<file path="src/rtl/maple_sched_if.sv">
// maple_sched_if: request/transmit/receive handshake between the Maple port scheduler and its PHY-side peers.
interface maple_sched_if;
  logic       tick, tx_busy, rx_active, rx_done, tx_start, busy;
  logic [3:0] req, done, timeout;
  logic [1:0] port_sel;
  modport master (input tick, req, tx_busy, rx_active, rx_done, output port_sel, tx_start, busy, done, timeout);
  modport slave (output tick, req, tx_busy, rx_active, rx_done, input port_sel, tx_start, busy, done, timeout);
endinterface

</file>
<file path="src/rtl/maple_port_scheduler.sv">
// maple_port_scheduler: sequences Maple transactions over four ports sharing one PHY, round-robin grant.
// Define MAPLE_SCHED_FIXED_PRIO_EN to grant the lowest-index requester instead.
module maple_port_scheduler #(
  parameter logic [7:0] SETTLE_TICKS = 8'd4,
  parameter logic [7:0] RESP_TIMEOUT = 8'd200,
  parameter logic [7:0] RX_MAX_TICKS = 8'd255
) (
  input logic           clk,
  input logic           rst,
  maple_sched_if.master bus_io
);
  typedef enum logic [2:0] {IDLE, SETTLE, START, TX, WAIT_RX, RX, DONE, TOUT} state_e;
  state_e     state_q, state_d;
  logic [7:0] cnt_q, cnt_d;
  logic [1:0] sel_q, grant;
  logic [3:0] done_q, tout_q;
  logic       tx_start_q, busy_q, tx_seen_q;
`ifdef MAPLE_SCHED_FIXED_PRIO_EN
  always_comb grant = bus_io.req[0] ? 2'd0 : bus_io.req[1] ? 2'd1 : bus_io.req[2] ? 2'd2 : 2'd3;
`else
  logic [1:0] last_q;
  // Scan from the farthest offset down so the nearest requester after last_q wins.
  always_comb begin
    grant = last_q;
    for (int i = 4; i >= 1; i--)
      if (bus_io.req[last_q + 2'(i)]) grant = last_q + 2'(i);
  end
`endif
  always_comb begin
    state_d = state_q;
    case (state_q)
      IDLE:    state_d = |bus_io.req ? SETTLE : IDLE;
      SETTLE:  state_d = cnt_q == SETTLE_TICKS ? START : SETTLE;
      START:   state_d = TX;
      TX:      state_d = tx_seen_q && !bus_io.tx_busy ? WAIT_RX : TX;
      WAIT_RX: state_d = bus_io.rx_done ? DONE : bus_io.rx_active ? RX : cnt_q == RESP_TIMEOUT ? TOUT : WAIT_RX;
      RX:      state_d = bus_io.rx_done ? DONE : (cnt_q == RX_MAX_TICKS || !bus_io.rx_active) ? TOUT : RX;
      default: state_d = IDLE;
    endcase
    cnt_d = state_d != state_q ? 8'd0 : cnt_q + 8'(bus_io.tick && cnt_q != 8'hff);
  end
  always_ff @(posedge clk or posedge rst) begin
    if (rst) begin
      state_q    <= IDLE;
      cnt_q      <= '0;
      sel_q      <= '0;
      tx_seen_q  <= 1'b0;
      tx_start_q <= 1'b0;
      busy_q     <= 1'b0;
      done_q     <= '0;
      tout_q     <= '0;
`ifndef MAPLE_SCHED_FIXED_PRIO_EN
      last_q     <= 2'd3;
`endif
    end else begin
      state_q    <= state_d;
      cnt_q      <= cnt_d;
      tx_seen_q  <= state_q == TX;
      tx_start_q <= state_d == START;
      busy_q     <= state_d != IDLE;
      done_q     <= state_d == DONE ? 4'b0001 << sel_q : 4'b0000;
      tout_q     <= state_d == TOUT ? 4'b0001 << sel_q : 4'b0000;
      if (state_q == IDLE && |bus_io.req) begin
        sel_q  <= grant;
`ifndef MAPLE_SCHED_FIXED_PRIO_EN
        last_q <= grant;
`endif
      end
    end
  end
  assign bus_io.port_sel = sel_q;
  assign bus_io.tx_start = tx_start_q;
  assign bus_io.busy     = busy_q;
  assign bus_io.done     = done_q;
  assign bus_io.timeout  = tout_q;
endmodule

</file>
<file path="src/flat_wrapper.sv">
// flat-port wrapper written by rule: the top's interface ports become plain ports
module maple_port_scheduler_flat 
#(
  parameter logic [7:0] SETTLE_TICKS = 8'd4,
  parameter logic [7:0] RESP_TIMEOUT = 8'd200,
  parameter logic [7:0] RX_MAX_TICKS = 8'd255
)
  (clk, rst, bus_io_tick, bus_io_req, bus_io_tx_busy, bus_io_rx_active, bus_io_rx_done, bus_io_port_sel, bus_io_tx_start, bus_io_busy, bus_io_done, bus_io_timeout);
  maple_sched_if bus_io_i ();
  input logic clk;
  input logic rst;
  input wire logic [$bits(bus_io_i.tick)-1:0] bus_io_tick;
  input wire logic [$bits(bus_io_i.req)-1:0] bus_io_req;
  input wire logic [$bits(bus_io_i.tx_busy)-1:0] bus_io_tx_busy;
  input wire logic [$bits(bus_io_i.rx_active)-1:0] bus_io_rx_active;
  input wire logic [$bits(bus_io_i.rx_done)-1:0] bus_io_rx_done;
  output wire logic [$bits(bus_io_i.port_sel)-1:0] bus_io_port_sel;
  output wire logic [$bits(bus_io_i.tx_start)-1:0] bus_io_tx_start;
  output wire logic [$bits(bus_io_i.busy)-1:0] bus_io_busy;
  output wire logic [$bits(bus_io_i.done)-1:0] bus_io_done;
  output wire logic [$bits(bus_io_i.timeout)-1:0] bus_io_timeout;
  assign bus_io_i.tick = bus_io_tick;
  assign bus_io_i.req = bus_io_req;
  assign bus_io_i.tx_busy = bus_io_tx_busy;
  assign bus_io_i.rx_active = bus_io_rx_active;
  assign bus_io_i.rx_done = bus_io_rx_done;
  assign bus_io_port_sel = bus_io_i.port_sel;
  assign bus_io_tx_start = bus_io_i.tx_start;
  assign bus_io_busy = bus_io_i.busy;
  assign bus_io_done = bus_io_i.done;
  assign bus_io_timeout = bus_io_i.timeout;
  maple_port_scheduler #(.SETTLE_TICKS(SETTLE_TICKS), .RESP_TIMEOUT(RESP_TIMEOUT), .RX_MAX_TICKS(RX_MAX_TICKS)) u_core (.clk(clk), .rst(rst), .bus_io(bus_io_i));
endmodule
</file>
<file path="config.mk">
export PLATFORM = sky130hd
export DESIGN_NAME = maple_port_scheduler_flat
export DESIGN_NICKNAME = d
export VERILOG_FILES = /design/src/rtl/maple_sched_if.sv /design/src/rtl/maple_port_scheduler.sv /design/src/flat_wrapper.sv
export SDC_FILE = /design/constraint.sdc
export NUM_CORES = 1
export LEC_CHECK = 0
export BUFFER_PORTS_ARGS = -buffer_cell sky130_fd_sc_hd__buf_2
export CORE_UTILIZATION = 25
export CTS_CLUSTER_DIAMETER = 150
export DETAILED_ROUTE_END_ITERATION = 16
export GPL_ROUTABILITY_DRIVEN = 0
export SKIP_CTS_REPAIR_TIMING = 1
export SYNTH_ARGS = -nofsm -noshare
export SYNTH_HDL_FRONTEND = slang
export SYNTH_SLANG_ARGS = --single-unit
</file>
<file path="constraint.sdc">
create_clock -name clk -period 2.8 [get_ports clk]
set_clock_uncertainty 0.15 [all_clocks]
set_input_delay 0.28 -clock clk [delete_from_list [all_inputs] [get_ports clk]]
set_output_delay 0.28 -clock clk [all_outputs]
set_load 0.005 [all_outputs]
</file>
==> flow_summary.toml <==
[run_status]
outcome = "finished, final reports clean"

[timing]
fmax_ghz = 0.413
hold_slack_ns = 0.0553
rsz0062_at_grt = "false"
finalMaxSlewViolations = 0
timing.final.crit_period_ns = 2.42
min_period_over_period = 0.865
hold_violations = 0
tns_ns = 0
tightest_slew_ns = 0.963
relSlewSlack = 0.357
final-setup-viol-count = 0

[worst_setup_path]
cp_max_fo = 8
critPathLaunchType = "flop"
end_kind = "flop"
arrival_ns = 2.46
path_cells = "or4_4, o21ba_1, a2111oi_4, xnor2_2, nor3_1"
required_ns = 2.84
max_stage_delay_ns = 0.57
cp_num_buf_inv = 0
worstSetupPathType = "reg -> reg"
crit_family = "simple AND/OR/NAND/NOR gates"
crit_slowest_cell = "or4_4"

[global_route]
grt.overflow.total = 0
grt_start_max_net_pins = 27
grt_pass1_wl_um = 4210
antenna_found_initial = 0
grt_pass1_vias = 893
grt_usage = 0.101

[yosys]
yosys.area_share.simple = 0.241
synth_compound_area_frac = 0.134
seq_area_frac_synth = 0.510
synth_nets = 136
synth_cells = 124
synth_top_family_by_area = "simple AND/OR/NAND/NOR gates"
dominantRegCellSynth = "dfrtp_1"
syn_area_um2 = 1280
postSynthAreaPerCell_um2 = 10.3
yosys_warnings = 0
async_flop_share = 1.00
synth_xor_xnor_area_share = 0.0538
synth_cell_types = 45
synth_seq_cells = 26
synthAdderAreaFrac = 0.0196
synth_mux_area_frac = 0.00782
synth_edf_count = 0

[die]
start_util = 0.266
die_h_um = 73.6
io_pins = 22
rows = 25
coreArea_um2 = 4820
die_w_um = 73.6
die_area_um2 = 5410

[detailed_routing]
vias = 991
drcViolationCount = 0
routed_via_density = 4.61
wirelength_um = 2560
wl_per_cell_um = 11.9
ant_nets = 0
dr.pass1.iters = 4
drtIter0Drc = 65

[cts]
clock_latency_ns = 0.27
clock_path_buffers = 2
htree_num_levels = 1
cts_root_buf = "clkbuf_8"
clk_pin_slew_worst_paths_ns = 0.09
cts_buffers = 3
clock-sinks = 26
cts_tree = "done"

[finish]
area_delta_synth_final_pct = 20.5
nets = 161
drive_gt1_frac = 0.257
diodes = 0

[power_and_ir_drop]
peakVddDrop_mv = 0.252
cellLeakagePower_nw = 0.723
power_density_nw_per_um2 = 893

[placed_design]
dp_hpwl_um = 1860
io_buffers = 21

[min_path]
hold_path.class = "in -> async"

[run]
maxCapViolCount = 0
layout make-up:
type                       count  area, um^2
fill                         519        3270
sequential                    26         653
multi-input combinational     87         584
timing repair buffer          23         120
tap                           67        83.8
clock buffer                   3        41.3
clock inverter                 1        30.0
inverter                       8        30.0
synthesized netlist by cell type, types with 2 or more instances:
cell,instances,area share
nand4_1,2,0.0098
dfrtp_1,24,0.47
nor2_1,9,0.026
a21o_1,2,0.012
nor4_1,3,0.015
nand3_1,3,0.012
dfstp_2,2,0.041
xor2_1,5,0.034
ha_1,2,0.020
nor3_1,13,0.051
nor2b_1,2,0.0098
nand2_1,7,0.021
a21oi_1,5,0.020
o22ai_1,2,0.0098
and3_1,2,0.0098
inv_1,7,0.021
o21ai_0,2,0.0078
clkbuf_1,2,0.0059
nand2b_1,3,0.015
nor3b_1,2,0.012
path summary, 6_finish.rpt:
path                                  startpoint               endpoint  slack, ns  cells past startpoint
worst min-delay path                         rst        u_core.cnt_q[3]       0.06                      2
worst min register to register  u_core.tx_seen_q      u_core.state_q[2]       0.36                      1
min in group clk                  bus_io_tx_busy      u_core.state_q[2]       0.20                      3
max in group asynchronous                    rst  u_core.bus_io.done[3]       1.85                      2
worst max register to register   u_core.cnt_q[4]        u_core.cnt_q[6]       0.38                      5
worst max-delay path             u_core.cnt_q[4]        u_core.cnt_q[6]       0.38                      5
cell usage in the layout, fill, tap and decap left out, drive strengths merged, types with 3 or more instances in the layout:
cell type and n:
buf 23, nor4 3, nor3 13, nor2 9, nand3 3, nand2 7, nand2b 3, inv 8
clkbuf 3, and3 3, dfrtp 24, xor2 5, a21oi 5
report_power, final:
| part | switching, mW | leakage, nW | internal (mW) |
|---|---|---|---|
| Clock | 0.120 | 0.0357 | 0.191 |
| Combinational | 0.280 | 0.346 | 0.225 |
| Sequential | 0.0980 | 0.341 | 0.462 |
| Total | 0.498 | 0.723 | 0.879 |
stage by stage:
stage	utilization	power [mW]	instance area [um^2]	worst slack [ns]	cells
floorplan	-	0.945	1280	0.562	124
global route	0.320	1.48	1540	0.254	215
detailed placement	0.305	1.08	1470	0.391	211
global placement	0.305	1.07	1470	0.452	211
CTS	0.320	1.39	1540	0.367	215
finish	0.320	1.38	1540	0.378	215
sequential cells by signal, summed over array words and instances (netlist names):
signal                  flops
u_core.last_q               2
u_core.bus_io.timeout       4
u_core.bus_io.done          4
u_core.bus_io.busy          1
u_core.bus_io.port_sel      2
u_core.tx_seen_q            1
u_core.bus_io.tx_start      1
u_core.cnt_q                8
u_core.state_q              3
logic make-up (layout without fill, tap and decap cells):
kind of cell	Yosys count	count (layout)
AND/OR/NAND/NOR	55	55
adder cells (fa/ha/maj)	2	2
flip-flops	26	26
buffers and inverters	11	35
multiplexers	1	1
AO/OA/AOI/OAI	22	22
XOR/XNOR	7	7
layer usage:
layer	track usage	share of wire
met4	0.0513	0.022
met3	0.0123	0.042
met5	0	0
met1	0.142	0.48
met2	0.154	0.45
No activity file was read; power rests on OpenSTA's default activity.
